`config.mk`:
```
export PLATFORM = sky130hd
export DESIGN_NAME = dma_nested_counter
export DESIGN_NICKNAME = d
export VERILOG_FILES = /design/src/rtl/dma_nested_counter.sv
export SDC_FILE = /design/constraint.sdc
export NUM_CORES = 1
export LEC_CHECK = 0
export ABC_AREA = 1
export CAP_MARGIN = 30
export CORE_AREA = 2 2 249 251
export CTS_CLUSTER_DIAMETER = 60
export DETAILED_ROUTE_END_ITERATION = 10
export DIE_AREA = 0 0 251 253
export DONT_BUFFER_PORTS = 1
export PLACE_DENSITY = 0.44
export SYNTH_ARGS = -nofsm -noshare
export SYNTH_HDL_FRONTEND = slang
export SYNTH_SLANG_ARGS = --single-unit
```
`constraint.sdc`:
```
create_clock -name clk_i -period 5.3 [get_ports clk_i]
set_input_delay 0.795 -clock clk_i [delete_from_list [all_inputs] [get_ports clk_i]]
set_output_delay 0.795 -clock clk_i [all_outputs]
set_load 0.005 [all_outputs]
```
`src/rtl/dma_nested_counter.sv`:
```
// Multi-level nested address generator: walks LEVELS nested loops (level 0 innermost) and
// streams one linear address per accepted beat. Optional multi-pass mode: DMA_NESTED_COUNTER_REPEAT_EN.
module dma_nested_counter #(
  parameter int LEVELS   = 3,
  parameter int CNT_W    = 12,
  parameter int STRIDE_W = 16,
  parameter int ADDR_W   = 32
) (
  input  logic                         clk_i,
  input  logic                         rst_ni,
  input  logic                         start_i,
  input  logic                         abort_i,
  input  logic [ADDR_W-1:0]            base_i,
  input  logic [LEVELS*CNT_W-1:0]      wrap_i,
  input  logic [LEVELS*STRIDE_W-1:0]   stride_i,
`ifdef DMA_NESTED_COUNTER_REPEAT_EN
  input  logic                         repeat_i,
`endif
  output logic                         busy_o,
  output logic                         addr_valid_o,
  input  logic                         addr_ready_i,
  output logic [ADDR_W-1:0]            addr_o,
  output logic [LEVELS*CNT_W-1:0]      idx_o,
  output logic [LEVELS-1:0]            last_o,
  output logic                         done_o
);

  typedef enum logic {IDLE, RUN} state_e;

  state_e                             state_q, state_d;
  logic [LEVELS-1:0][CNT_W-1:0]       wrap_q;
  logic [LEVELS-1:0][STRIDE_W-1:0]    stride_q;
  logic [LEVELS-1:0][CNT_W-1:0]       idx_q, idx_d;
  logic [LEVELS-1:0][ADDR_W-1:0]      lvl_base_q, lvl_base_d;
  logic [ADDR_W-1:0]                  addr_q, addr_d, step_addr;
  logic                               done_q, done_d;
  logic                               cfg_load, run, xfer, found, lower;
  logic [LEVELS-1:0]                  at_wrap, sel, below, all_low;

`ifdef DMA_NESTED_COUNTER_REPEAT_EN
  logic                               repeat_q;
  logic [ADDR_W-1:0]                  rpt_base_q;

  always_ff @(posedge clk_i) begin
    if (cfg_load) begin
      repeat_q   <= repeat_i;
      rpt_base_q <= base_i;
    end
  end
`endif

  // Walk configuration only changes on a start, so it needs no reset.
  always_ff @(posedge clk_i) begin
    if (cfg_load) begin
      wrap_q   <= wrap_i;
      stride_q <= stride_i;
    end
  end

  always_ff @(posedge clk_i or negedge rst_ni) begin
    if (!rst_ni) begin
      state_q    <= IDLE;
      idx_q      <= '0;
      lvl_base_q <= '0;
      addr_q     <= '0;
      done_q     <= 1'b0;
    end else begin
      state_q    <= state_d;
      idx_q      <= idx_d;
      lvl_base_q <= lvl_base_d;
      addr_q     <= addr_d;
      done_q     <= done_d;
    end
  end

  assign run  = (state_q == RUN);
  assign xfer = run && addr_ready_i;

  // sel is one-hot on the lowest level not at its wrap; below marks the levels under it.
  always_comb begin
    lower     = 1'b1;
    at_wrap   = '0;
    sel       = '0;
    below     = '0;
    all_low   = '0;
    step_addr = '0;
    for (int k = 0; k < LEVELS; k++) begin
      at_wrap[k] = (idx_q[k] == wrap_q[k]);
      sel[k]     = lower && !at_wrap[k];
      below[k]   = lower && at_wrap[k];
      lower      = lower && at_wrap[k];
      all_low[k] = lower;
      if (sel[k]) step_addr = lvl_base_q[k] + ADDR_W'(stride_q[k]);
    end
    found = |sel;
  end

  always_comb begin
    state_d    = state_q;
    idx_d      = idx_q;
    lvl_base_d = lvl_base_q;
    addr_d     = addr_q;
    done_d     = 1'b0;
    cfg_load   = 1'b0;
    case (state_q)
      IDLE: begin
        if (start_i && !abort_i) begin
          state_d  = RUN;
          cfg_load = 1'b1;
          idx_d    = '0;
          addr_d   = base_i;
          for (int k = 0; k < LEVELS; k++) lvl_base_d[k] = base_i;
        end
      end
      RUN: begin
        if (abort_i) begin
          state_d = IDLE;
        end else if (xfer) begin
          if (found) begin
            addr_d = step_addr;
            for (int k = 0; k < LEVELS; k++) begin
              if (below[k]) idx_d[k] = '0;
              if (sel[k])   idx_d[k] = idx_q[k] + CNT_W'(1);
              if (below[k] || sel[k]) lvl_base_d[k] = step_addr;
            end
          end else begin
            done_d = 1'b1;
`ifdef DMA_NESTED_COUNTER_REPEAT_EN
            if (repeat_q) begin
              idx_d  = '0;
              addr_d = rpt_base_q;
              for (int k = 0; k < LEVELS; k++) lvl_base_d[k] = rpt_base_q;
            end else begin
              state_d = IDLE;
            end
`else
            state_d = IDLE;
`endif
          end
        end
      end
      default: state_d = IDLE;
    endcase
  end

  assign busy_o       = run;
  assign addr_valid_o = run;
  assign addr_o       = addr_q;
  assign idx_o        = idx_q;
  assign last_o       = all_low & {LEVELS{run}};
  assign done_o       = done_q;

endmodule

```
Word level (Yosys, flattened, before mapping)
Index checks and enable logic that the tools add are counted.
W data, S select, Z words.
{ "totals": {"register_bits": 250, "inputBits": 121, "output_inout_bits": 74, "elab_cells": 87} }
{ "classes": {"addsub": 6, "n_eq_ne": 11, "n_mux": 35, "bitwise_logic": 2, "reduce_logical": 18} }
{ "op_table": {"columns": ["operator", "count"], "rows": [
  ["$mux W96", 4],
  ["$mux W32", 9],
  ["$pmux W96 S2", 1],
  ["$mux W36", 4],
  ["$add A32 B16 Y32", 3],
  ["$pmux W36 S2", 1],
  ["$pmux W32 S2", 1],
  ["$mux W12", 5],
  ["$add A12 B1 Y12 const B", 3],
  ["$eq A12 B12 Y1", 3],
  ["$reduce_and A5 Y1", 4],
  ["$mux W1", 9],
  ["$ne A2 B1 Y1 const B", 4],
  ["$logic_and A1 B1 Y1", 6],
  ["$ne A3 B1 Y1 const B", 2],
  ["$logic_not A1 Y1", 4],
  ["$ne A2 B2 Y1 const B", 2],
  ["$reduce_and A4 Y1", 1],
  ["$and A3 B3 Y3", 1],
  ["$reduce_or A3 Y1", 1],
  ["$logic_or A1 B1 Y1", 2],
  ["$pmux W1 S2", 1],
  ["$not A1 Y1", 1]
]} }

Depth between registers and ports, before layout
Gate-level depths: netlist of run 1.
{ "depth": {"depth_word": 10, "ltp_mapped": 17, "depth_no_buf": 17} }

Worst setup path after synthesis of run 1
OpenSTA, ideal clock, no wires.
{ "synth_timing": {"path_kind": "in2reg", "from": "input port abort_i", "to": "register stride_q[0] (netlist bit) (enable)", "setup_ns": 0.437, "t_arrival_ns": 2.619, "required_time_ns": 4.863, "path_slack_ns": 2.244, "stages": 3, "n_path_buf": 0, "path_cell_list": "inv_1 -> nand3_1 -> inv_1"} }
{ "synth_via": {"elab_chain_len": 4} }
{ "synth_lines": {"columns": ["item", "line_no", "text"], "rows": [
  ["start, declared", "12", "input logic abort_i,"],
  ["$logic_not A1 Y1", "107", "if (start_i && !abort_i) begin"],
  ["$logic_and A1 B1 Y1", "107", null],
  ["$mux W1", "107", null],
  ["$mux W1", "105", "case (state_q)"],
  ["named net cfg_load", "37", "logic cfg_load, run, xfer, found, lower;"],
  ["end signal, assigned", "56", "stride_q <= stride_i;"],
  ["end, declared", "32", "logic [LEVELS-1:0][STRIDE_W-1:0] stride_q;"]
]} }
The timed path passes the listed nets, and every way through them passes these cells.
A chain may end at the register's enable or synchronous reset.

Final worst setup path of run 1
{ "layout_timing": {"from": "register idx_q, in the netlist idx_o[2]", "to": "register lvl_base_q[78] (netlist bit)"} }
{ "layout_via": {"elab_chain_len": 9, "word_cells_on_any_way": 19, "classes_between": "eq/ne: 3; mux: 8; reduce/logical: 8"} }
{ "layout_lines": {"columns": ["item", "line_no", "text"], "rows": [
  ["start, declared", "33", "logic [LEVELS-1:0][CNT_W-1:0] idx_q, idx_d;"],
  ["start signal, assigned", "69", "idx_q <= idx_d;"],
  ["$eq A12 B12 Y1 (*)", "88", "at_wrap[k] = (idx_q[k] == wrap_q[k]);"],
  ["$mux W32 (tied with other cells)", "93", "if (sel[k]) step_addr = lvl_base_q[k] + ADDR_W'(stride_q[k]);"],
  ["$mux W32 / $logic_and A1 B1 Y1 (equally long branches)", "93, 89", null],
  ["$mux W32", "93", null],
  ["$mux W32", "124", "if (below[k] || sel[k]) lvl_base_d[k] = step_addr;"],
  ["$mux W96", "119", "if (found) begin"],
  ["$mux W96", "118", "end else if (xfer) begin"],
  ["$mux W96", "116", "if (abort_i) begin"],
  ["$pmux W96 S2", "105", null],
  ["end signal, assigned", "70", "lvl_base_q <= lvl_base_d;"],
  ["end, declared", "34", "logic [LEVELS-1:0][ADDR_W-1:0] lvl_base_q, lvl_base_d;"]
]} }
Every way passes the cells marked *; elsewhere a longest branch is shown, timed or not. The select of a mux whose other input is x is not followed.

==> results.toml, run 1 <==
[outcome]
outcome = "complete, no violations"

[power_and_ir_drop]
vdd_drop_max_mv = 0.240
pwr_density_cell_mw_per_mm2 = 421
leakage_nw = 7.85

[logic_synthesis]
syn_inst = 2104
synth_area_per_cell_um2 = 7.13
seq_area_frac_synth_pct = 39.1
yosysTopAreaCell = "dfrtp_1"
synth_cell_types = 38
synth_seq_cells = 218
async_flop_share_pct = 61.5
synth_top_cells_by_area = "dfrtp_1, nand2_1, edfxtp_1, nand3_1, inv_1"
synth_edf_count = 84
netlist.area_leader.share_pct = 22.3
syn_area_mm2 = 0.0150
synth_warnings = 0
syn_nets = 2279
synthFlopType = "dfrtp_1"

[routing]
viasPerCell = 4.61
dr_total_vias = 13300
first_pass_iters = 5
drc = 0
wire_per_inst_um = 19.2
drtAntennaViolNets = 0
drt_iter0_drc = 946
wirelength_um = 55500

[critical_path]
cp-start-kind = "register"
crit_path_max_fanout = 55
cp.required_ps = 5720
crit_path_end_kind = "register"
crit_start = "idx_o[2]$_DFFE_PN0P_"
reg2reg_slack_ps = 1840
criticalPathCategory = "register to register"
worst_r2r_path_depth = 13
r2r-start = "idx_o[2]$_DFFE_PN0P_"
endpoint = "lvl_base_q[78]$_DFFE_PN0P_"
reg2reg_to = "lvl_base_q[78]$_DFFE_PN0P_"
worst-endpoint-arrival_ps = 3880

[clock_tree]
htreeDepth = 2
clock-sinks = 218
clk_path_buf_depth = 3
post-cts-setup-buffer-count = 0
clk_latency_ps = 570
cts_root_buf = "clkbuf_16"
cts_tree = "done"
clk_pin_slew_ps = 60
cts_buffers = 36

[timing]
setup-tns-final_ps = 0
setup_viol = 0
slew_viol_final = 0
post-route-min-period_ps = 3460
hold_viol_final = 0
relSlewSlack_pct = 33.8
worstMarginPinSlew_ps = 992
finalCritPeriodShare_pct = 65.2
fmax_ghz = 0.289
skew_ps = 26.8
rsz0062_at_grt = "false"

[min_path]
hold_class = "input pin to asynchronous set/reset pin"

[final_layout]
multi_input_area_mm2 = 0.00764
syn2layout_area_growth_pct = 11.8
fillers = 6783
seqCellArea_mm2 = 0.00588
final_area_mm2 = 0.0168
nets = 2246
drive_above_1_share_pct = 6.38

[die]
die_h_um = 253
die_w_um = 251
io_pins = 195
coreArea_mm2 = 0.0610
die-area_mm2 = 0.0635
start_util_pct = 24.6
row_count = 91

[global_route]
grt_max_degree = 135
grt_pass1_vias = 13200
grt_pass1_wl_um = 82900
gr-total-overflow = 0
grtUsageTotal_pct = 17.4
antenna_found_initial = 18

[flow_run]
max_cap_violations = 0

[place]
place_area_mm2 = 0.0155
port_buffers = 0
dpl.hpwl_um = 43500
gp_congestion = 0.912
## layer usage
layer / track usage, % / routed length [µm] / vias to the layer above
li1: - / - / 6663
met1: 21.8 / 24000 / 6195
met2: 29.4 / 26100 / 365
met3: 4.53 / 3830 / 91
met4: 5.09 / 1420 / 26
met5: 0 / 166 / -
## layout by cell type, fill, tap and decap left out, types with 2 or more instances in the layout
cell        count
clkbuf_1        7
clkinv_2        6
clkinv_4        2
fa_1            3
clkinv_16       2
bufinv_16       2
o21ai_0        41
ha_1           51
inv_4           2
or2_2          43
a21oi_1        49
o21ai_1        12
clkinvlp_4      3
xnor2_1        35
edfxtp_1       84
nor2_4          4
nor3_1         42
nor2_1        140
nor4_1         12
nand4_1        42
inv_1         242
inv_8           2
o21bai_1        4
nand2_1       759
nand2_2         2
buf_4           8
and2_1          2
o211ai_1        2
inv_2          10
nor2_2          2
clkbuf_16      38
a21boi_0        3
dfrtp_1       133
nand3b_1       17
diode_2         3
xor2_1         46
nand3_1       235
## through the flow
stage | total power, mW | hold slack [ps] | instances | setup slack [ps] | util (%)
floorplan | 3.94 | 453 | 2104 | 2240 | -
global placement | 4.62 | 467 | 2822 | 1820 | 25.4
detailed placement | 4.63 | 472 | 2822 | 1850 | 25.4
CTS | 7.14 | 244 | 2889 | 1850 | 27.5
global route | 7.53 | 296 | 2889 | 1440 | 27.5
finish | 7.06 | 179 | 2892 | 1840 | 27.5
## kinds of logic after synthesis
kind of cell	share of synthesized area (%)
and+or+nand+nor	37.4
AOI/OAI and AO/OA	4.01
buffers and inverters	9.97
xor gates and xnor gates	4.83
adders and majority gates	4.65
DFF	39.1
## synth_stat cells (42+ instances only)
| master | n |
|---|---|
| buf_4 | 50 |
| nor3_1 | 42 |
| nand3_1 | 235 |
| nand2_1 | 759 |
| nand4_1 | 42 |
| inv_1 | 243 |
| a21oi_1 | 49 |
| ha_1 | 51 |
| or2_2 | 43 |
| dfrtp_1 | 134 |
| xor2_1 | 46 |
| edfxtp_1 | 84 |
| nor2_1 | 140 |
## flip-flops by register name (all words and copies together) (netlist names)
| name | flops |
|---|---|
| addr_valid_o | 1 |
| stride_q | 48 |
| done_o | 1 |
| wrap_q | 36 |
| idx_o | 36 |
| lvl_base_q | 96 |
## timing repair
action | in CTS | in global routing
endpoints found under the hold margin | 134 | 0
hold buffers | 1 | 0
gates resized for setup | 0 | 0
## cell type report
| class | instances | share of cell area (%) |
|---|---|---|
| clock buffers | 46 | 5.90 |
| repair buffers | 9 | 0.522 |
| inverters | 253 | 5.67 |
| clock inverters | 20 | 1.45 |
| flip-flops and latches | 218 | 35.0 |
| well taps | 790 | 5.89 |
| diodes | 3 | 0.0447 |
| multi-input cells | 1553 | 45.5 |
## how the worst min path moves through the flow
stage | startpoint | endpoint | slack (ps)
after floorplan | lvl_base_q[64]$_DFFE_PN0P_ | lvl_base_q[64]$_DFFE_PN0P_ | 450
after CTS | rst_ni | lvl_base_q[74]$_DFFE_PN0P_ | 240
final | rst_ni | lvl_base_q[74]$_DFFE_PN0P_ | 180
after detailed placement | lvl_base_q[68]$_DFFE_PN0P_ | lvl_base_q[68]$_DFFE_PN0P_ | 470
after global routing | rst_ni | lvl_base_q[74]$_DFFE_PN0P_ | 300
after global placement | lvl_base_q[70]$_DFFE_PN0P_ | lvl_base_q[70]$_DFFE_PN0P_ | 470
## critical path, cell delays in order, from the launching register on
cell and delay [ps]:
dfrtp_1 470, xnor2_1 220, nand2_1 80, nor2_1 140
nand3_1 90, buf_4 260, nor2_2 250, nand2_1 130
o21ai_1 160, inv_2 80, nor2_8 620, inv_2 520
nand2_1 150, nand2_1 70
## power breakdown
| group | switching, mW | internal, mW | leakage [nW] |
|---|---|---|---|
| clock | 0.966 | 1.46 | 0.595 |
| combinational | 1.49 | 0.718 | 4.76 |
| sequential | 0.399 | 2.03 | 2.49 |
Power figures use the tool's default switching activity.
==> run 2, diff against run 1 <==
- clock period: 5.3 -> 3.4 ns (I/O delays scaled with it)
==> run 2 against run 1 <==
Compared with the run above: the run now ends with hold timing left; worst hold slack got worse by 560 ps; final area rose by 3.8%; first-iteration DRC count rose by 11%; wire length rose by 4.6%; clock power rose by 66%; cell count rose by 2.0%; global-route usage rose by 0.79 points; die area did not move; register-to-register slack got worse by 1400 ps; total power rose by 61%; sequential power rose by 55%; sequential share of layout area fell by 1.3 points; largest power group is now clock.
==> results.toml, run 2 (synthesized netlist as in run 1, its figures left out) <==
[final_layout]
final_cell_mix = "nand2_1, inv_1, nand3_1, nor2_1, dfrtp_1"
largest_reg_flops = 96
layout_commonest_cell = "nand2_1"
finish.utilization_pct = 28.6
finalNonFillerCells = 2950
final_area_mm2 = 0.0174
nets = 2303
syn2layout_area_growth_pct = 16.1
drive_above_1_share_pct = 6.96
largest_register = "lvl_base_q"
biggestRegsByFlops = "lvl_base_q (96), stride_q (48)"

[global_route]
grt_pass1_wl_um = 86000
grt_pass1_vias = 13600
antenna_found_initial = 20
met3_usage_pct = 6.66
grtUsageTotal_pct = 18.2
grt_use_met1_pct = 22.0
gr-total-overflow = 0
grt_max_degree = 135
use_met2_pct = 29.4
top_usage_layer = "met2"

[die]
coreArea_mm2 = 0.0610
die-area_mm2 = 0.0635
die_w_um = 251
row_count = 91
io_pins = 195
die_h_um = 253
start_util_pct = 24.6

[routing]
wire_per_inst_um = 19.7
dr_total_vias = 13700
first_pass_iters = 8
viasPerCell = 4.65
drtAntennaViolNets = 0
drt_iter0_drc = 1052
drc = 0
wirelength_um = 58000

[min_path]
hold_class = "input pin to asynchronous set/reset pin"

[timing]
hold_viol_final = 134
setup_viol = 0
slew_viol_final = 0
relSlewSlack_pct = 47.2
finalCritPeriodShare_pct = 85.6
post-route-min-period_ps = 2910
fmax_ghz = 0.344
hold_slack_ps = -378
setup_ws_ps = 491
setup-tns-final_ps = 0
skew_ps = 34.5
worstMarginPinSlew_ps = 791
rsz0062_at_grt = "false"

[outcome]
failed_checks = "hold timing"
outcome = "finished with violations"

[place]
pre_cts_ws_ps = 485
place_area_mm2 = 0.0157
post-place-cells = 2836
port_buffers = 0
dpl.hpwl_um = 45400
gp_congestion = 0.933

[clock_tree]
cts_root_buf = "clkbuf_16"
clk_path_buf_depth = 3
clock-sinks = 218
clk_latency_ps = 590
cts_buffers = 36
htreeDepth = 2
clk_pin_slew_ps = 60
cts_tree = "done"

[power_and_ir_drop]
leakage_nw = 8.14
pwr_density_cell_mw_per_mm2 = 652
vdd_drop_max_mv = 0.431
power.total_mw = 11.4

[critical_path]
crit_path_cell_trace = "inv_2 -> nand2_1 -> nand2_1 -> nand2_1 -> nor2_2 -> nand2_1 -> nor2_1 -> nand2_1 -> nor2_4 -> nand2_1 -> nand4_1 -> nand3_1 -> nand2_1"
slowest_delay_ps = 460
criticalPathCategory = "register to register"
crit_path_end_kind = "register"
crit_path_max_fanout = 17
cp-start-kind = "register"
cp.required_ps = 3920
worst-endpoint-arrival_ps = 3420
critPathSlowestCell = "dfrtp_1"
path_common_cell = "nand2_1"

[flow_run]
max_cap_violations = 0
run 2: changes by cell type in the layout (fill, tap and decap cells not counted), moves of 4 or more:
cell and delta:
buf_12 +4, clkinv_2 -4, dlygate4sd3_1 +43, clkbuf_8 +4, inv_6 +7, buf_4 +11
run 2: critical path: cells and delay by family (launching register included):
kind	cells	cell delay (ps)
simple gates	12	2230
flops	1	460
buf+inv	1	130
run 2: metal layers:
| metal | part of all wire [%] | up-vias |
|---|---|---|
| met5 | 0.11 | - |
| met4 | 4.2 | 10 |
| met3 | 9.4 | 129 |
| met2 | 45 | 462 |
| met1 | 41 | 6327 |
| li1 | - | 6795 |
run 2: layout make-up:
type / count / area (µm²)
Antenna cell: 4 / 10.0
Clock buffer: 47 / 1010
Clock inverter: 19 / 293
Fill cell: 6648 / 43600
Inverter: 253 / 952
Multi-Input combinational cell: 1553 / 7640
Sequential cell: 218 / 5880
Tap cell: 790 / 988
Timing Repair Buffer: 66 / 653
run 2: path summary, 6_finish.rpt:
| kind | start | endpoint | slack (ps) | cells past startpoint |
|---|---|---|---|---|
| setup / recovery | idx_o[4]$_DFFE_PN0P_ | lvl_base_q[83]$_DFFE_PN0P_ | 490 | 13 |
| hold / removal | rst_ni | lvl_base_q[75]$_DFFE_PN0P_ | -380 | 0 |
| setup reg to reg | idx_o[4]$_DFFE_PN0P_ | lvl_base_q[83]$_DFFE_PN0P_ | 490 | 13 |
| hold reg to reg | lvl_base_q[67]$_DFFE_PN0P_ | lvl_base_q[67]$_DFFE_PN0P_ | 480 | 2 |
| max in group asynchronous | rst_ni | idx_o[16]$_DFFE_PN0P_ | 3450 | 0 |
| min in group clk_i | stride_i[46] | stride_q[46]$_DFFE_PP_ | 20 | 0 |
run 2: report_power, final:
part           internal, mW  leakage (nW)  total, mW  switching, mW
combinational          1.20          5.02       3.58           2.39
clock                  2.47         0.632       4.01           1.55
sequential             3.16          2.49       3.76          0.608
run 2: repair_timing:
action                    4_1_cts  5_1_grt
setup buffers                   0        0
hold buffers                   33       10
hold endpoints to repair      167      144
resized for setup               0        0
